--- src/rtl/wb_uart_tx.sv ---
// Wishbone pipelined slave 8N1 UART transmitter with a small TX FIFO and programmable baud divisor.
// Define WB_UART_TX_PARITY_EN to add a CTRL-selectable even/odd parity bit between data and stop.
module wb_uart_tx #(
  parameter int unsigned DEPTH     = 4,
  parameter logic [15:0] DIV_RESET = 16'd433
) (
  input  logic        clk,
  input  logic        rst_n,
  input  logic        wb_cyc,
  input  logic        wb_stb,
  input  logic        wb_we,
  input  logic [15:0] wb_adr,
  input  logic [15:0] wb_wdata,
  output logic        wb_ack,
  output logic        wb_stall,
  output logic [15:0] wb_rdata,
  output logic        txd
);

  localparam int unsigned AW = (DEPTH > 1) ? $clog2(DEPTH) : 1;
  localparam int unsigned LW = AW + 1;
`ifdef WB_UART_TX_PARITY_EN
  localparam int unsigned CW = 3;
`else
  localparam int unsigned CW = 1;
`endif

  typedef enum logic [2:0] {
    S_IDLE,
    S_START,
    S_DATA,
`ifdef WB_UART_TX_PARITY_EN
    S_PARITY,
`endif
    S_STOP
  } state_t;

  state_t          state, state_nx;
  logic [7:0]      mem [DEPTH];
  logic [AW-1:0]   wr_ptr, rd_ptr;
  logic [LW-1:0]   level;
  logic [15:0]     div;
  logic [CW-1:0]   ctrl;
  logic [15:0]     cnt;
  logic [2:0]      bit_idx;
  logic [7:0]      shreg;
  logic            full, empty, accept, push, pop, tick, busy;
  logic [15:0]     rd_val;
  logic            unused_adr;
`ifdef WB_UART_TX_PARITY_EN
  logic            par_en, par_bit;
`endif

  assign unused_adr = ^wb_adr[15:2];

  // Full uses the pre-pop level, so a DATA write to a full FIFO stalls even while a pop is underway.
  assign full     = (level == LW'(DEPTH));
  assign empty    = (level == '0);
  assign wb_stall = wb_cyc & wb_stb & wb_we & (wb_adr[1:0] == 2'd0) & full;
  assign accept   = wb_cyc & wb_stb & ~wb_stall;
  assign push     = accept & wb_we & (wb_adr[1:0] == 2'd0);
  assign pop      = (state == S_IDLE) & ctrl[0] & ~empty;
  assign tick     = (cnt == '0);

  always_comb begin
    rd_val = '0;
    case (wb_adr[1:0])
      2'd1:    rd_val = {7'b0, 5'(level), 1'b0, empty, full, busy};
      2'd2:    rd_val = div;
      2'd3:    rd_val = 16'(ctrl);
      default: rd_val = '0;
    endcase
  end

  always_ff @(posedge clk or negedge rst_n) begin
    if (!rst_n) begin
      wb_ack   <= 1'b0;
      wb_rdata <= '0;
      div      <= DIV_RESET;
      ctrl     <= '0;
    end else begin
      wb_ack   <= accept;
      wb_rdata <= (accept & ~wb_we) ? rd_val : '0;
      if (accept & wb_we) begin
        if (wb_adr[1:0] == 2'd2) div  <= wb_wdata;
        if (wb_adr[1:0] == 2'd3) ctrl <= wb_wdata[CW-1:0];
      end
    end
  end

  always_ff @(posedge clk) begin
    if (push) mem[wr_ptr] <= wb_wdata[7:0];
  end

  always_ff @(posedge clk or negedge rst_n) begin
    if (!rst_n) begin
      wr_ptr <= '0;
      rd_ptr <= '0;
      level  <= '0;
    end else begin
      if (push) wr_ptr <= wr_ptr + 1'b1;
      if (pop)  rd_ptr <= rd_ptr + 1'b1;
      case ({push, pop})
        2'b10:   level <= level + 1'b1;
        2'b01:   level <= level - 1'b1;
        default: level <= level;
      endcase
    end
  end

  always_ff @(posedge clk or negedge rst_n) begin
    if (!rst_n) state <= S_IDLE;
    else        state <= state_nx;
  end

  always_comb begin
    state_nx = state;
    case (state)
      S_IDLE:  if (pop) state_nx = S_START;
      S_START: if (tick) state_nx = S_DATA;
      S_DATA:
        if (tick && bit_idx == 3'd7) begin
`ifdef WB_UART_TX_PARITY_EN
          state_nx = par_en ? S_PARITY : S_STOP;
`else
          state_nx = S_STOP;
`endif
        end
`ifdef WB_UART_TX_PARITY_EN
      S_PARITY: if (tick) state_nx = S_STOP;
`endif
      S_STOP:  if (tick) state_nx = S_IDLE;
      default: state_nx = S_IDLE;
    endcase
  end

  always_comb begin
    txd  = 1'b1;
    busy = (state != S_IDLE);
    case (state)
      S_START:  txd = 1'b0;
      S_DATA:   txd = shreg[0];
`ifdef WB_UART_TX_PARITY_EN
      S_PARITY: txd = par_bit;
`endif
      default:  txd = 1'b1;
    endcase
  end

  // Counter reloads from the live DIV at each bit boundary, so DIV writes take effect on the next bit.
  always_ff @(posedge clk or negedge rst_n) begin
    if (!rst_n) begin
      cnt     <= '0;
      bit_idx <= '0;
      shreg   <= '0;
`ifdef WB_UART_TX_PARITY_EN
      par_en  <= 1'b0;
      par_bit <= 1'b0;
`endif
    end else if (pop) begin
      cnt     <= div;
      bit_idx <= '0;
      shreg   <= mem[rd_ptr];
`ifdef WB_UART_TX_PARITY_EN
      par_en  <= ctrl[1];
      par_bit <= (^mem[rd_ptr]) ^ ctrl[2];
`endif
    end else if (state != S_IDLE) begin
      if (tick) begin
        cnt <= div;
        if (state == S_DATA) begin
          shreg   <= {1'b0, shreg[7:1]};
          bit_idx <= bit_idx + 3'd1;
        end
      end else begin
        cnt <= cnt - 16'd1;
      end
    end
  end

endmodule

--- config.mk ---
export PLATFORM = sky130hd
export DESIGN_NAME = wb_uart_tx
export DESIGN_NICKNAME = d
export VERILOG_FILES = /design/src/rtl/wb_uart_tx.sv
export SDC_FILE = /design/constraint.sdc
export NUM_CORES = 1
export LEC_CHECK = 0
export CORE_MARGIN = 5
export CORE_UTILIZATION = 60
export DETAILED_ROUTE_END_ITERATION = 6
export MAX_ROUTING_LAYER = met4
export PLACE_DENSITY = 0.91
export SYNTH_ARGS = -nofsm -noshare
export SYNTH_HDL_FRONTEND = slang
export SYNTH_SLANG_ARGS = --single-unit
--- constraint.sdc ---
create_clock -name clk -period 5.7 [get_ports clk]
set_input_delay 0.57 -clock clk [delete_from_list [all_inputs] [get_ports clk]]
set_output_delay 0.57 -clock clk [all_outputs]
set_load 0.01 [all_outputs]
==> key figures, run 1 <==
Worst hold path
  • Hold WC Path Type: in -> async

Synth
  • Post-Syn Area per Cell: 12.2 um2
  • Post-Syn Nets: roughly 430
  • Most common flop cell mapped by yosys: dfrtp_1
  • Fraction of registers with async set/reset: approximately two thirds
  • Number of distinct standard cells referenced by the synthesized netlist: 54
  • Number of synthesized register bits: ~100
  • Share of synthesized area occupied by flip-flops and latches: 59.0%
  • Synthesized area: around 4600 um2
  • Number of synthesis warnings: 0
  • Synthesized netlist cell count: ~380
  • Number of enable-type register cells in the synthesized netlist: 32

Drt
  • Detailed Routing Iterations Pass 1: 6
  • Via count: ~3200
  • Number of DRC markers after the initial detailed-route iteration: about 310
  • Remaining antenna violation count: 0
  • Detail-routed via count per cell: approximately 6
  • DRT Wirelength: slightly below 10000 um
  • Post-route DRC: 0
  • Detail-routed net length per standard cell: ~18 um

Layout
  • Area added between synthesis and finish: 14.8%
  • Share of cells above drive strength 1: between 10% and 20%
  • Nets@finish: 466
  • Most common library cell in the layout ignoring fill and taps: dfrtp_1
  • Final-layout fill cell count: ~530
  • N_diodes: 0
  • Highest-count cells in the layout ignoring fill and taps: 65 x dfrtp_1, 40 x clkdlybuf4s50_1, 32 x edfxtp_1

Timing
  • Period minus WS final: 3690 ps
  • Crit path setup slack, layout: approximately 2000 ps
  • Final-report max-slew violation count: 0
  • Total negative slack for setup checks: 0 ps
  • Worst slew margin: ~10%
  • Total count of hold-check failures in the final report: 0
  • Achievable clock frequency: roughly 270 MHz
  • Worst Max-Slew Pin Slew: about 1300 ps
  • Final setup skew: 7.47 ps
  • Tcrit/Tclk final: approximately two thirds
  • Worst Hold Slack: between 300 and 400 ps
  • Final setup viols: 0
  • RSZ-0062 raised after global routing: false

Die
  • Cell row count: 32
  • Die H: 97.7 um
  • DIE AREA: roughly 9500 um2
  • Die extent in x: approximately 100 um
  • Core outline area: between 7000 and 8000 um2
  • Initial Util: roughly 60%
  • Ports placed on the boundary: 56

Setup path
  • Required time at the endpoint of the critical path: 5960 ps
  • WP data arrival: 3950 ps
  • Kind of end point of the critical path: flop
  • Kind of start point of the critical path: flop
  • Maximum net fanout on the critical path: 19
  • Crit path kind: reg -> reg
  • Critical Path Source: state[0]
  • R2R Path Start: state[0]

Clocking
  • Clock Path Buffers: 2
  • TritonCTS buffer count: 9
  • Number of buffers inserted to repair setup after CTS: 0
  • CTS sink count: approximately 100
  • Clock Tree Root: clkbuf_8
  • Clock Pin Slew Worst Setup and Hold Paths: roughly 100 ps
  • Number of H-tree branching levels: 3
  • PostCTS Resize Cnt: 0
  • Clock latency on the worst-skew pair: 370 ps
  • TritonCTS clock tree: built
  • Hold_buf cts: 0

Global routing
  • Vias in the first global route: approximately 3300
  • Global-route wire length before repair: 16100 um
  • Antenna violations before repair: 0
  • Total routing resource utilization after global routing: a little over a fifth
  • Maximum number of pins on one net before global-route repair: just over 70
  • Sum of overflow across all layers after global routing: 0

Power
  • Leakage dissipation: ~2.1 nW
  • Worst voltage drop across the vdd grid: 0.000241 V
  • Power density cells: around 430 nW/um2

Placement
  • DP Worst Slack: 2310 ps
  • Final Wtd Congestion: 0.893
  • Half-perimeter wire length after detailed placement: a little over 6000 um
  • Quantity of I/O buffers inserted on ports: between 40 and 50

Job
  • Count of max-cap constraint violations: 0

Status
  • Result of the run: finished, final reports clean
-- through the flow --
| stage | area [um2] | std cells | total power [mW] | util, % |
|---|---|---|---|---|
| 5_1_grt | 5300 | 522 | 2.44 | 69.6 |
| 4_1_cts | 5300 | 522 | 2.29 | 69.6 |
| 2_1_floorplan | 4610 | 377 | 1.63 | - |
| 3_3_place_gp | 5100 | 506 | 1.78 | 67.0 |
| 3_5_place_dp | 5100 | 506 | 1.83 | 67.0 |
| 6_report | 5300 | 522 | 2.30 | 69.6 |
-- worst max-delay path: stages (launching register included) --
cell     delay [ps]
dfrtp_1         410
inv_1            90
ha_1            410
inv_1           160
or2_2           400
inv_1           380
nor2_1         1120
nor2_1          180
a221o_1         420
-- flip-flops by register name, summed over array words and instances, names as in the netlist --
register and cells:
bit_idx 3, cnt 16, ctrl 1, div 16, level 3, mem 32
rd_ptr 2, shreg 8, state 2, wb_ack 1, wb_rdata 16, wr_ptr 2
-- layer usage --
metal | vias up | global-route usage, % | routed length [um]
li1 | 1469 | - | -
met1 | 1593 | 26.9 | 4050
met2 | 133 | 35.2 | 4820
met3 | 30 | 4.09 | 515
met4 | 0 | 10.5 | 265
met5 | - | - | 0
-- cells in the mapped netlist (5+ instances only) --
master	count	share of area (%)
and2_1	15	2.0
nor3_1	7	0.76
a22oi_1	10	1.6
dfrtp_1	65	35
nand2_1	29	2.4
nor2_1	28	2.3
dfstp_2	5	2.8
edfxtp_1	32	21
ha_1	13	3.5
clkbuf_1	12	0.98
inv_1	20	1.6
nor4_1	6	0.81
o21ai_0	16	1.7
a21oi_1	11	1.2
mux2_2	19	4.6
mux4_2	8	3.9
nand3_1	5	0.54
a31oi_1	13	1.8
-- final timing paths --
kind	to	slack, ps	cells after the start
hold reg to reg	wb_rdata[11]	520	1
max in group asynchronous	shreg[0]	4730	2
setup / recovery	cnt[14]	2010	8
min in group clk	wb_rdata[11]	520	1
hold / removal	wb_rdata[11]	390	2
setup reg to reg	cnt[14]	2010	8
-- area by class of cell --
| cell class | count | area (um2) | area share, % |
|---|---|---|---|
| flip-flops and latches | 102 | 2720 | 51.3 |
| multi-input cells | 239 | 1760 | 33.2 |
| well taps | 102 | 128 | 2.41 |
| repair buffers | 43 | 420 | 7.94 |
| clock buffers | 9 | 124 | 2.34 |
| clock inverters | 7 | 73.8 | 1.39 |
| inverters | 20 | 75.1 | 1.42 |
-- kinds of logic (layout without fill, tap and decap cells) --
| kind of cell | count (synthesis) | in the layout | share of synthesized area, % |
|---|---|---|---|
| AOI/OAI and AO/OA | 74 | 74 | 10.9 |
| xor gates and xnor gates | 6 | 6 | 1.14 |
| adders and majority gates | 14 | 14 | 3.96 |
| buffers and inverters | 36 | 79 | 2.96 |
| DFF | 102 | 102 | 59.0 |
| muxes | 28 | 28 | 8.77 |
| and+or+nand+nor | 117 | 117 | 13.4 |
-- power by group --
group          internal (mW)  switching, mW  leakage, nW
registers              0.923          0.192         1.14
logic                  0.337          0.395        0.861
clock network          0.174          0.278        0.101
Power figures use the tool's default switching activity.
==> run 2, diff against run 1 <==
CORE_UTILIZATION = 55   (was 60)
PLACE_DENSITY = 0.85   (was 0.91)
clock period = 3.5 ns   (was 5.7 ns; I/O delays follow)
==> key figures, run 2 (synthesis gave the netlist of run 1 again) <==
Status
  • Result of the run: finished, final reports clean

Layout
  • Footprint of the multi-input gates: between 1500 and 2000 um2
  • Flip-flop count of the largest register, all copies and words added: 32
  • Final standard cell count with taps included and fillers excluded: around 530
  • Register containing the most flip-flops in the final layout: mem
  • Area added between synthesis and finish: 17.4%
  • Final-layout fill cell count: 585
  • Seq. cell area: around 2700 um2
  • N_diodes: 0
  • Highest-count cells in the layout ignoring fill and taps: 65 x dfrtp_1, 40 x clkdlybuf4s50_1, 32 x edfxtp_1
  • Share of cells above drive strength 1: 16.8%
  • Nets@finish: 475
  • Most common library cell in the layout ignoring fill and taps: dfrtp_1

Timing
  • Achievable clock frequency: between 300 and 400 MHz
  • Total negative slack for setup checks: 0 ps
  • Worst Max-Slew Pin Slew: ~1000 ps
  • Final setup skew: around 7 ps
  • Tcrit/Tclk final: between 70% and 80%
  • Worst slew margin: between 30% and 40%
  • Period minus WS final: 2770 ps
  • RSZ-0062 raised after global routing: false
  • Total count of hold-check failures in the final report: 0
  • Final-report max-slew violation count: 0
  • Crit path setup slack, layout: about 730 ps
  • Final setup viols: 0

Global routing
  • Sum of overflow across all layers after global routing: 0
  • Vias in the first global route: about 3300
  • Global-route wire length before repair: around 16000 um
  • Maximum number of pins on one net before global-route repair: 71
  • Antenna violations before repair: 0
  • Total routing resource utilization after global routing: 20.5%

Clocking
  • Clock latency on the worst-skew pair: approximately 370 ps
  • Clock Path Buffers: 2
  • Number of H-tree branching levels: 3
  • TritonCTS clock tree: built
  • Clock Tree Root: clkbuf_8
  • CTS sink count: ~100
  • TritonCTS buffer count: 9
  • Clock Pin Slew Worst Setup and Hold Paths: ~100 ps

Placement
  • Quantity of I/O buffers inserted on ports: between 40 and 50
  • DP Worst Slack: 764 ps
  • Final Wtd Congestion: about 0.89
  • Half-perimeter wire length after detailed placement: around 6400 um
  • Post-Place Cells: ~520

Power
  • Power share of the clock group: 21.6%
  • Proportion of power drawn by flip-flops and latches: 46.8%
  • Power density cells: roughly 710 nW/um2
  • Worst voltage drop across the vdd grid: around 0.00032 V
  • Net switching component of the power: about 1.4 mW
  • Internal power component: about 2.5 mW
  • Switching Share: between 30 and 40%
  • Overall Power: just under 4 mW
  • Leakage dissipation: roughly 2.2 nW
  • Proportion of power drawn by combinational gates: between 30% and 40%

Worst hold path
  • Worst min-delay path startpoint: div[9]
  • Hold WC Path Type: reg -> reg

Drt
  • Met3 wirelength from detailed routing: approximately 580 um
  • Via count: about 3200
  • Wire length the detailed router placed on met1: between 3000 and 4000 um
  • Number of DRC markers after the initial detailed-route iteration: around 260
  • Met2 WL post-DR: 4650 um
  • DRT Wirelength: between 9000 and 10000 um
  • Detail-routed via count per cell: 6.00
  • Detail-routed net length per standard cell: roughly 18 um
  • Detailed Routing Iterations Pass 1: 5
  • Post-route DRC: 0
  • Highest routed layer: met4
  • Remaining antenna violation count: 0

Die
  • Initial Util: around 56%
  • Ports placed on the boundary: 56
  • Die H: between 100 and 150 um
  • Cell row count: 33
  • DIE AREA: between 10000 and 15000 um2
  • Die extent in x: a little over 100 um
  • Core outline area: roughly 8000 um2

Setup path
  • R2R Path Start: cnt[0]
  • Required time at the endpoint of the critical path: between 3000 and 4000 ps
  • WP data arrival: approximately 3000 ps
  • Kind of end point of the critical path: flop
  • Maximum net fanout on the critical path: 5
  • Crit path kind: reg -> reg
  • Kind of start point of the critical path: flop
  • Critical Path Source: cnt[0]

Job
  • Count of max-cap constraint violations: 0
-- run 2: per-layer routing --
metal  vias to the layer above  global-route usage [%]
met3                        19                    4.20
met5                         -                       -
li1                       1472                       -
met4                         0                    8.08
met1                      1590                    25.9
met2                       123                    32.5
-- run 2: power groups by stage --
| stage | Combinational [mW] | Sequential (mW) | Clock, mW |
|---|---|---|---|
| after floorplan | 0.952 | 1.70 | 0 |
| after global placement | 1.13 | 1.81 | 0 |
| after detailed placement | 1.20 | 1.83 | 0 |
| after CTS | 1.21 | 1.80 | 0.844 |
| after global routing | 1.36 | 1.85 | 0.895 |
| final | 1.22 | 1.81 | 0.834 |
-- run 2: cell type report --
type / count / area share, %
Timing Repair Buffer: 52 / 9.29
Clock inverter: 7 / 1.96
Inverter: 20 / 1.39
Tap cell: 105 / 2.43
Clock buffer: 9 / 2.29
Multi-Input combinational cell: 239 / 32.4
Sequential cell: 102 / 50.2
-- run 2: repair_timing --
action / in CTS / in global routing
buffers inserted: 0 / 0
gates resized for setup: 0 / 0
hold endpoints to repair: 6 / 0
setup endpoints to repair: 0 / 0
hold buffers: 1 / 0
-- run 2: worst max-delay path, cell delays in order, from the launching register on --
cell and delay (ps):
dfrtp_1 420, inv_1 100, ha_1 240, or3b_2 520, or4_4 450, or4_4 440, a21o_1 190, a221o_1 290
-- run 2: path summary, 6_finish.rpt --
path	to	cells after the start	slack, ps
min reg2reg	wb_rdata[9]	1	510
max in group asynchronous	div[5]	3	2640
max	cnt[14]	7	730
min in group asynchronous	wb_rdata[11]	3	530
min	wb_rdata[9]	1	510
max reg2reg	cnt[14]	7	730
-- run 2: through the flow --
stage	utilization [%]	hold slack, ps	area (um2)
2_1_floorplan	-	54.4	4610
3_3_place_gp	63.3	398	5170
3_5_place_dp	63.3	403	5170
4_1_cts	66.2	515	5410
5_1_grt	66.2	538	5410
6_report	66.2	514	5410
